### src/rtl/td_sync_gen_pkg.sv
// Shared video timing package: NTSC-style raster defaults, ITU-656 codes and
// small decode helpers used by the sync generator.
package td_sync_gen_pkg;
  localparam int TD_H_TOTAL     = 858;
  localparam int TD_H_SYNC      = 64;
  localparam int TD_H_ACT_START = 122;
  localparam int TD_H_ACT       = 720;
  localparam int TD_V_TOTAL     = 262;
  localparam int TD_V_SYNC      = 9;
  localparam int TD_V_ACT_START = 20;
  localparam int TD_V_ACT       = 240;

  localparam int HCNT_W = 10;
  localparam int VCNT_W = 9;

  localparam logic [7:0] ITU656_PRE0   = 8'hFF;
  localparam logic [7:0] ITU656_PRE1   = 8'h00;
  localparam logic [7:0] ITU656_SAV_F0 = 8'h80;
  localparam logic [7:0] ITU656_EAV_F0 = 8'h9D;
  localparam logic [7:0] ITU656_SAV_VB = 8'hAB;
  localparam logic [7:0] ITU656_EAV_VB = 8'hB6;

  typedef struct packed {
    logic hs;
    logic vs;
    logic de;
  } sync_t;

  function automatic logic inWin(input int c, input int lo, input int n);
    return (c >= lo) && (c < lo + n);
  endfunction
endpackage

### src/rtl/td_sync_gen_line_counter.sv
// Wrap counter 0..MAX-1 with count enable; carry marks the wrapping step.
module td_line_counter #(
  parameter int MAX = 858,
  parameter int W   = 10
) (
  input  logic         iCLK,
  input  logic         iRST,
  input  logic         iEN,
  output logic [W-1:0] oCnt,
  output logic         oCarry
);
  assign oCarry = iEN && (oCnt == W'(MAX - 1));

  always_ff @(posedge iCLK) begin
    if (iRST)     oCnt <= '0;
    else if (iEN) oCnt <= oCarry ? '0 : oCnt + W'(1);
  end
endmodule

### src/rtl/td_sync_gen.sv
// Raster sync generator: h/v counters decoded into registered HS/VS/DE,
// counter position and frame start/count, all one clock behind the counters.
module td_sync_gen
  import td_sync_gen_pkg::*;
#(
  parameter int H_TOTAL     = TD_H_TOTAL,
  parameter int H_SYNC      = TD_H_SYNC,
  parameter int H_ACT_START = TD_H_ACT_START,
  parameter int H_ACT       = TD_H_ACT,
  parameter int V_TOTAL     = TD_V_TOTAL,
  parameter int V_SYNC      = TD_V_SYNC,
  parameter int V_ACT_START = TD_V_ACT_START,
  parameter int V_ACT       = TD_V_ACT
) (
  input  logic              iCLK,
  input  logic              iRST,
  input  logic              iEN,
  output logic              oTD_HS,
  output logic              oTD_VS,
  output logic              oDE,
  output logic [HCNT_W-1:0] oH_CNT,
  output logic [VCNT_W-1:0] oV_CNT,
  output logic              oFrame_Start,
  output logic [7:0]        oFrame_Cnt
);
  if (H_SYNC > H_TOTAL || H_ACT_START + H_ACT > H_TOTAL || H_TOTAL > (1 << HCNT_W)) begin : gBadH
    $error("td_sync_gen: horizontal window exceeds H_TOTAL or counter width");
  end
  if (V_SYNC > V_TOTAL || V_ACT_START + V_ACT > V_TOTAL || V_TOTAL > (1 << VCNT_W)) begin : gBadV
    $error("td_sync_gen: vertical window exceeds V_TOTAL or counter width");
  end

  logic [HCNT_W-1:0] hCnt;
  logic [VCNT_W-1:0] vCnt;
  logic              hWrap, vWrap;
  logic              wrapped;  // a full frame has completed since reset
  logic              atOrigin;
  sync_t             dec;

  td_line_counter #(.MAX(H_TOTAL), .W(HCNT_W)) uHCnt (
    .iCLK(iCLK), .iRST(iRST), .iEN(iEN), .oCnt(hCnt), .oCarry(hWrap));

  td_line_counter #(.MAX(V_TOTAL), .W(VCNT_W)) uVCnt (
    .iCLK(iCLK), .iRST(iRST), .iEN(hWrap), .oCnt(vCnt), .oCarry(vWrap));

  assign atOrigin = (hCnt == '0) && (vCnt == '0);

  always_comb begin
    dec    = '0;
    dec.hs = !(int'(hCnt) < H_SYNC);
    dec.vs = !(int'(vCnt) < V_SYNC);
    dec.de = inWin(int'(hCnt), H_ACT_START, H_ACT) && inWin(int'(vCnt), V_ACT_START, V_ACT);
  end

  // While disabled the position outputs show the held counter, so a resume
  // continues from exactly that pixel.
  always_ff @(posedge iCLK) begin
    if (iRST) begin
      oTD_HS       <= 1'b1;
      oTD_VS       <= 1'b1;
      oDE          <= 1'b0;
      oFrame_Start <= 1'b0;
      oH_CNT       <= '0;
      oV_CNT       <= '0;
      oFrame_Cnt   <= '0;
      wrapped      <= 1'b0;
    end else begin
      oH_CNT <= hCnt;
      oV_CNT <= vCnt;
      if (vWrap) wrapped <= 1'b1;
      if (iEN) begin
        oTD_HS       <= dec.hs;
        oTD_VS       <= dec.vs;
        oDE          <= dec.de;
        oFrame_Start <= atOrigin;
        if (atOrigin && wrapped) oFrame_Cnt <= oFrame_Cnt + 8'd1;
      end else begin
        oTD_HS       <= 1'b1;
        oTD_VS       <= 1'b1;
        oDE          <= 1'b0;
        oFrame_Start <= 1'b0;
      end
    end
  end
endmodule

### config.mk
export PLATFORM = sky130hd
export DESIGN_NAME = td_sync_gen
export DESIGN_NICKNAME = d
export VERILOG_FILES = /design/src/rtl/td_sync_gen_pkg.sv /design/src/rtl/td_sync_gen_line_counter.sv /design/src/rtl/td_sync_gen.sv
export SDC_FILE = /design/constraint.sdc
export NUM_CORES = 1
export LEC_CHECK = 0
export CAP_MARGIN = 20
export CORE_MARGIN = 2
export CORE_UTILIZATION = 30
export DETAILED_ROUTE_END_ITERATION = 8
export HOLD_SLACK_MARGIN = 0.15
export SYNTH_ARGS = -nofsm -noshare
export SYNTH_HDL_FRONTEND = slang
export SYNTH_SLANG_ARGS = --single-unit
### constraint.sdc
create_clock -name iCLK -period 5.5 [get_ports iCLK]
set_input_delay 1.1 -clock iCLK [delete_from_list [all_inputs] [get_ports iCLK]]
set_output_delay 1.1 -clock iCLK [all_outputs]
set_load 0.1 [all_outputs]
==> results of run 1 <==
[through the flow]
stage / hold WS (ps) / std cells / power (mW) / instance area [sq um] / setup WS, ps
2_1_floorplan: 429.2 / 236 / 0.4131 / 2175 / 3404
3_3_place_gp: 459.3 / 354 / 0.4230 / 2574 / 2392
3_5_place_dp: 466.8 / 354 / 0.4230 / 2574 / 2319
4_1_cts: 487.9 / 362 / 0.6521 / 2674 / 2487
5_1_grt: 505.0 / 362 / 0.6712 / 2674 / 2431
6_report: 486.2 / 362 / 0.6439 / 2674 / 2498
[how the worst max path moves through the flow]
stage                         end  slack, ps
floorplan           oFrame_Cnt[3]       3400
global placement    uHCnt.oCnt[1]       2390
detailed placement  uHCnt.oCnt[1]       2320
CTS                 oFrame_Cnt[3]       2490
global route        oFrame_Cnt[3]       2430
finish              oFrame_Cnt[3]       2500
[worst min-delay path: stages (launching register included)]
cell,delay (ps)
dfxtp_1,340
a31oi_1,40
nor2_1,70
[Yosys cell counts, types with 2 or more instances]
cell type,instances
nor4_4,2
nand4_1,9
dfxtp_1,51
o21ai_0,4
inv_1,10
o32ai_1,2
nor3_1,10
and3_1,2
xor2_1,2
a31oi_1,2
clkbuf_1,10
nor2b_1,12
nor2_1,29
or4_1,6
nor4_1,5
buf_2,4
nand2_1,9
nand3_1,9
o31ai_1,7
a21oi_1,10
xnor2_1,12
ha_1,7
[flip-flops by register name, summed over array words and instances, names as in the netlist]
signal	flops
oDE	1
oTD_VS	1
wrapped	1
oTD_HS	1
uHCnt.oCnt	10
uVCnt.oCnt	9
oV_CNT	9
oFrame_Start	1
oH_CNT	10
oFrame_Cnt	8
[report_power, final]
group / internal, mW / switching (mW) / total (mW) / leakage (nW)
Sequential: 0.372 / 0.00228 / 0.374 / 0.412
Combinational: 0.00961 / 0.0303 / 0.0399 / 0.430
Clock: 0.115 / 0.115 / 0.230 / 0.0515
Total: 0.497 / 0.147 / 0.644 / 0.893
[layout make-up]
type / instances / area [sq um] / area share
multi-input combinational: 160 / 1054 / 0.3940
tap: 99 / 123.9 / 0.04633
timing repair buffer: 34 / 337.8 / 0.1263
inverter: 10 / 37.54 / 0.01404
clock buffer: 8 / 100.1 / 0.03744
sequential: 51 / 1021 / 0.3818
[cells by family after synthesis]
group	after synthesis	synth area share
buffers and inverters	25	0.04603
and+or+nand+nor	106	0.2848
muxes	1	0.004603
xor gates and xnor gates	14	0.05639
AOI/OAI and AO/OA	32	0.09840
DFF	51	0.4695
adders and majority gates	7	0.04027
[per-layer routing]
layer | global-route usage | wire length, um | vias up
met5 | 0 | 0 | -
met4 | 0.04749 | 40 | 0
met3 | 0.02585 | 228 | 4
met2 | 0.1872 | 2033 | 46
met1 | 0.1591 | 2294 | 784
li1 | - | - | 881
==> out/results.tsv, run 1 <==
stage	metric	value	unit
outcome	outcome	finished clean	
route	via_count	1715	
yosys	synth-main-ff-cell	dfxtp_1	
yosys	postSynthCellCount	236	
job	max-cap-violations	0	
hold_path	min-delay-start	wrapped	
route	drc_errors	0	
clock_tree	cts-hold-fix-buffers	0	
power_and_ir_drop	max-vdd-ir-drop	0.1009	mV
finish	nFillCells	736	
route	dr.pass1.iters	4	
clock_tree	postCtsResizedCells	0	
finish	fin_nets	272	
yosys	synth_area_leader_cell	dfxtp_1	
finish	antenna_cells	0	
grt	grt_pass1_vias	1628	
sta	max-slew-margin-rel	0.3495	
yosys	ys_ff_latch	51	
critical_path	critPathBufInv	1	
route	vias_per_cell	4.738	
critical_path	critical_path_required	4400	ps
clock_tree	clk_pin_slew	90	ps
yosys	ys_top_cells_by_area	dfxtp_1, nor2_1, xnor2_1	
critical_path	critPathMaxFanout	7	
finish	fin_util	0.3746	
die	rows	31	
yosys	synth_cell_types	44	
route	postRouteAntennaNets	0	
yosys	synth_edf_count	0	
yosys	synthesis.area	2175	sq um
placement	io_buffers	33	
finish	final_cell_mix	dfxtp_1, clkdlybuf4s50_1, nor2_1	
die	coreArea	7137	sq um
grt	grt_pass1_wl	7369	um
route	totalWireLength	4596	um
grt	antenna_found_initial	0	
sta	finalSetupViolCount	0	
die	dieHeight	89.14	um
route	drt_iter0_drc	120	
sta	setup-tns-final	0	ps
clock_tree	cts_root_buf	clkbuf_8	
placement	place_congestion	0.8363	
grt	grt_overflow	0	
clock_tree	cts_tree	built	
finish	syn2layout_area_growth	22.96	%
finish	layout_commonest_cell	dfxtp_1	
yosys	yosys.area.top_type_share	0.4695	
critical_path	crit_chain	clkdlybuf4s50_1	
sta	max_freq	333.1	MHz
hold_path	hold_class	reg2reg	
yosys	ys_seq_area_frac	0.4695	
clock_tree	cts_setup_buffers	0	
critical_path	startpoint_type	flop	
sta	hold_viol	0	
critical_path	regToRegSetupSlack	3140	ps
clock_tree	clockBufferDepth	2	
die	start_util	0.3047	
critical_path	r2r_start	uVCnt.oCnt[1]	
sta	skew	6.250	ps
yosys	avgSynthCellArea	9.214	sq um
yosys	ys_async_sr_fraction	0	
clock_tree	cts.sinks	51	
clock_tree	cts_made_buffers	5	
yosys	synth_nets	246	
sta	fin_crit	3002	ps
sta	period_share	0.5458	
critical_path	reg2reg_depth	6	
critical_path	path_depth	1	
grt	grt_max_degree	37	
die	die_x	89.14	um
critical_path	end_kind	output port	
critical_path	crit_arrival	1900	ps
hold_path	hold_path_depth	2	
critical_path	critPathSlowestCell	clkdlybuf4s50_1	
die	io_pins	34	
route	wl_per_cell	12.70	um
placement	dp_hpwl	3141	um
sta	drv_slew	0	
sta	rsz0062_at_grt	no	
power_and_ir_drop	p_leak	0.8931	nW
clock_tree	htree_levels	2	
yosys	ys_warn_count	0	
critical_path	crit_type	reg2out	
hold_path	min_to	wrapped	
finish	drive_gt1_frac	0.06084	
power_and_ir_drop	p_per_area	240.8	nW/um^2
sta	timing_worst_slew_pin_value	972.6	ps
critical_path	cp_slowest_stage_delay	1170	ps
die	die_area	7946	sq um
critical_path	crit_family	buffers and inverters	
clock_tree	clock_latency	290	ps
critical_path	r2r-end	oFrame_Cnt[7]	
critical_path	startpoint	oFrame_Cnt[3]	
grt	track_usage	0.1191	
(Power assumes the default switching activity.)
==> run 2: changes to the inputs <==
==> constraint.sdc (replaced) <==
create_clock -name iCLK -period 2.9 [get_ports iCLK]
set_input_delay 0.58 -clock iCLK [delete_from_list [all_inputs] [get_ports iCLK]]
set_output_delay 0.58 -clock iCLK [all_outputs]
set_load 0.1 [all_outputs]
==> run 2 against run 1 <==
  * Cell count grew 0.55%
  * Cell area shrank 2.3%
  * Register-to-register slack got worse by 2600 ps
  * Hold slack worse by 11 ps
==> out/results.tsv, run 2 (synthesis results as in run 1) <==
stage	metric	value	unit	change
clock_tree	clk_pin_slew	90	ps	about the same
die	io_pins	34		unchanged
route	dr.pass1.iters	4		unchanged
placement	dp_hpwl	3155	um	+0.43%
route	totalWireLength	4499	um	-2.1%
sta	setup-tns-final	0	ps	unchanged
grt	grt_max_degree	22		-41%
clock_tree	cts-hold-fix-buffers	0		unchanged
finish	syn2layout_area_growth	20.08	%	
die	coreArea	7137	sq um	unchanged
power_and_ir_drop	p_per_area	469.6	nW/um^2	+95%
job	max-cap-violations	0		unchanged
clock_tree	clock_latency	310	ps	+20 ps
die	die_x	89.14	um	unchanged
clock_tree	htree_levels	2		unchanged
critical_path	reg2reg_depth	6		unchanged
sta	finalSetupViolCount	0		unchanged
route	drt_iter0_drc	126		+5.0%
clock_tree	cts_tree	built		
sta	max_freq	432.8	MHz	
finish	layout_commonest_cell	dfxtp_1		
route	m1WireLength	2246	um	-2.1%
critical_path	startpoint_type	flop		
finish	largestRegisters	oH_CNT (10), uHCnt.oCnt (10)		
sta	period_share	0.7966		
critical_path	critical_path_required	3140	ps	-1260 ps
grt	antenna_found_initial	0		unchanged
critical_path	critPathMaxFanout	17		+10
placement	pre_cts_slack	577.3	ps	-1742 ps
hold_path	hold_class	reg2reg		
power_and_ir_drop	p_total	1.226	mW	+90%
route	via_count	1753		+2.2%
sta	skew	8.504	ps	+2.254 ps
sta	drv_slew	0		unchanged
sta	rsz0062_at_grt	no		
placement	place_area	2511	sq um	-2.4%
clock_tree	cts_setup_buffers	0		unchanged
clock_tree	cts_made_buffers	5		unchanged
finish	fin_nets	274		+0.74%
die	start_util	0.3047		unchanged
outcome	outcome	finished clean		
route	postRouteAntennaNets	0		unchanged
clock_tree	cts_root_buf	clkbuf_8		
route	wl_met2	2017	um	-0.79%
route	wl_met3	174	um	-24%
finish	fin_util	0.3659		-0.008765
clock_tree	cts.sinks	51		unchanged
grt	grt_pass1_vias	1481		-9.0%
grt	grt_overflow	0		unchanged
critical_path	end_kind	flop		
route	wl_per_cell	12.36	um	-2.6%
die	rows	31		unchanged
grt	track_usage	0.1159		-0.003205
sta	setup_ws	589.7	ps	-1909 ps
sta	timing_worst_slew_pin_value	597.4	ps	-375.2 ps
clock_tree	clockBufferDepth	2		unchanged
route	vias_per_cell	4.816		+1.7%
sta	max-slew-margin-rel	0.5980		+0.2485
power_and_ir_drop	p_leak	0.9632	nW	+7.8%
finish	drive_gt1_frac	0.1849		+0.1241
die	die_area	7946	sq um	unchanged
route	top_layer	met4		
power_and_ir_drop	max-vdd-ir-drop	0.1641	mV	+63%
hold_path	hold_path_depth	2		unchanged
sta	hold_viol	0		unchanged
route	drc_errors	0		unchanged
critical_path	crit_type	reg2reg		
placement	place_congestion	0.8089		-3.3%
critical_path	regToRegSetupSlack	590	ps	-2550 ps
placement	io_buffers	33		unchanged
finish	final_cell_mix	dfxtp_1, buf_4, nor2_1		
finish	antenna_cells	0		unchanged
clock_tree	postCtsResizedCells	0		unchanged
die	dieHeight	89.14	um	unchanged
grt	grt_pass1_wl	7251	um	-1.6%
critical_path	crit_arrival	2550	ps	+650 ps
sta	fin_crit	2310	ps	
finish	fin_area	2611	sq um	-2.3%
==> run 2: changes by cell type in the layout (fill, tap and decap cells not counted) <==
cell | before | now
clkdlybuf4s50_1 | 33 | 2
buf_4 | 1 | 34
==> run 2: final timing paths <==
kind,from,to
worst max register to register,uVCnt.oCnt[1],oFrame_Cnt[7]
worst min-delay path,wrapped,wrapped
worst min register to register,wrapped,wrapped
worst max-delay path,uVCnt.oCnt[1],oFrame_Cnt[7]
==> run 2: final cells by class <==
type / instances / area (sq um)
fillers: 766 / 4526
multi-input cells: 160 / 1054
flip-flops and latches: 51 / 1021
repair buffers: 36 / 275.3
well taps: 99 / 123.9
clock buffers: 8 / 100.1
inverters: 10 / 37.54
==> run 2: power breakdown <==
| part | switching [mW] | leakage, nW | total [mW] | internal [mW] |
|---|---|---|---|---|
| combinational | 0.0577 | 0.500 | 0.0755 | 0.0178 |
| sequential | 0.00452 | 0.412 | 0.710 | 0.706 |
| clock | 0.223 | 0.0515 | 0.441 | 0.218 |
| total | 0.285 | 0.963 | 1.23 | 0.941 |
==> run 2: layer usage <==
metal / GRT usage / up-vias
met2: 0.1771 / 34
met4: 0.03935 / 0
met5: 0 / -
met1: 0.1592 / 826
met3: 0.02955 / 5
li1: - / 888
==> run 2: critical path: stages, from the launching register on <==
cell and delay [ps]:
dfxtp_1 340, inv_1 120, ha_1 150, nor4bb_1 460, nand4_2 410, or4_1 610
a21oi_1 150
==> run 2: through the flow <==
stage | hold WS, ps | std cells
2_1_floorplan | 429.2 | 236
3_3_place_gp | 464.7 | 356
3_5_place_dp | 460.5 | 356
4_1_cts | 482.9 | 364
5_1_grt | 514.1 | 364
6_report | 475.1 | 364
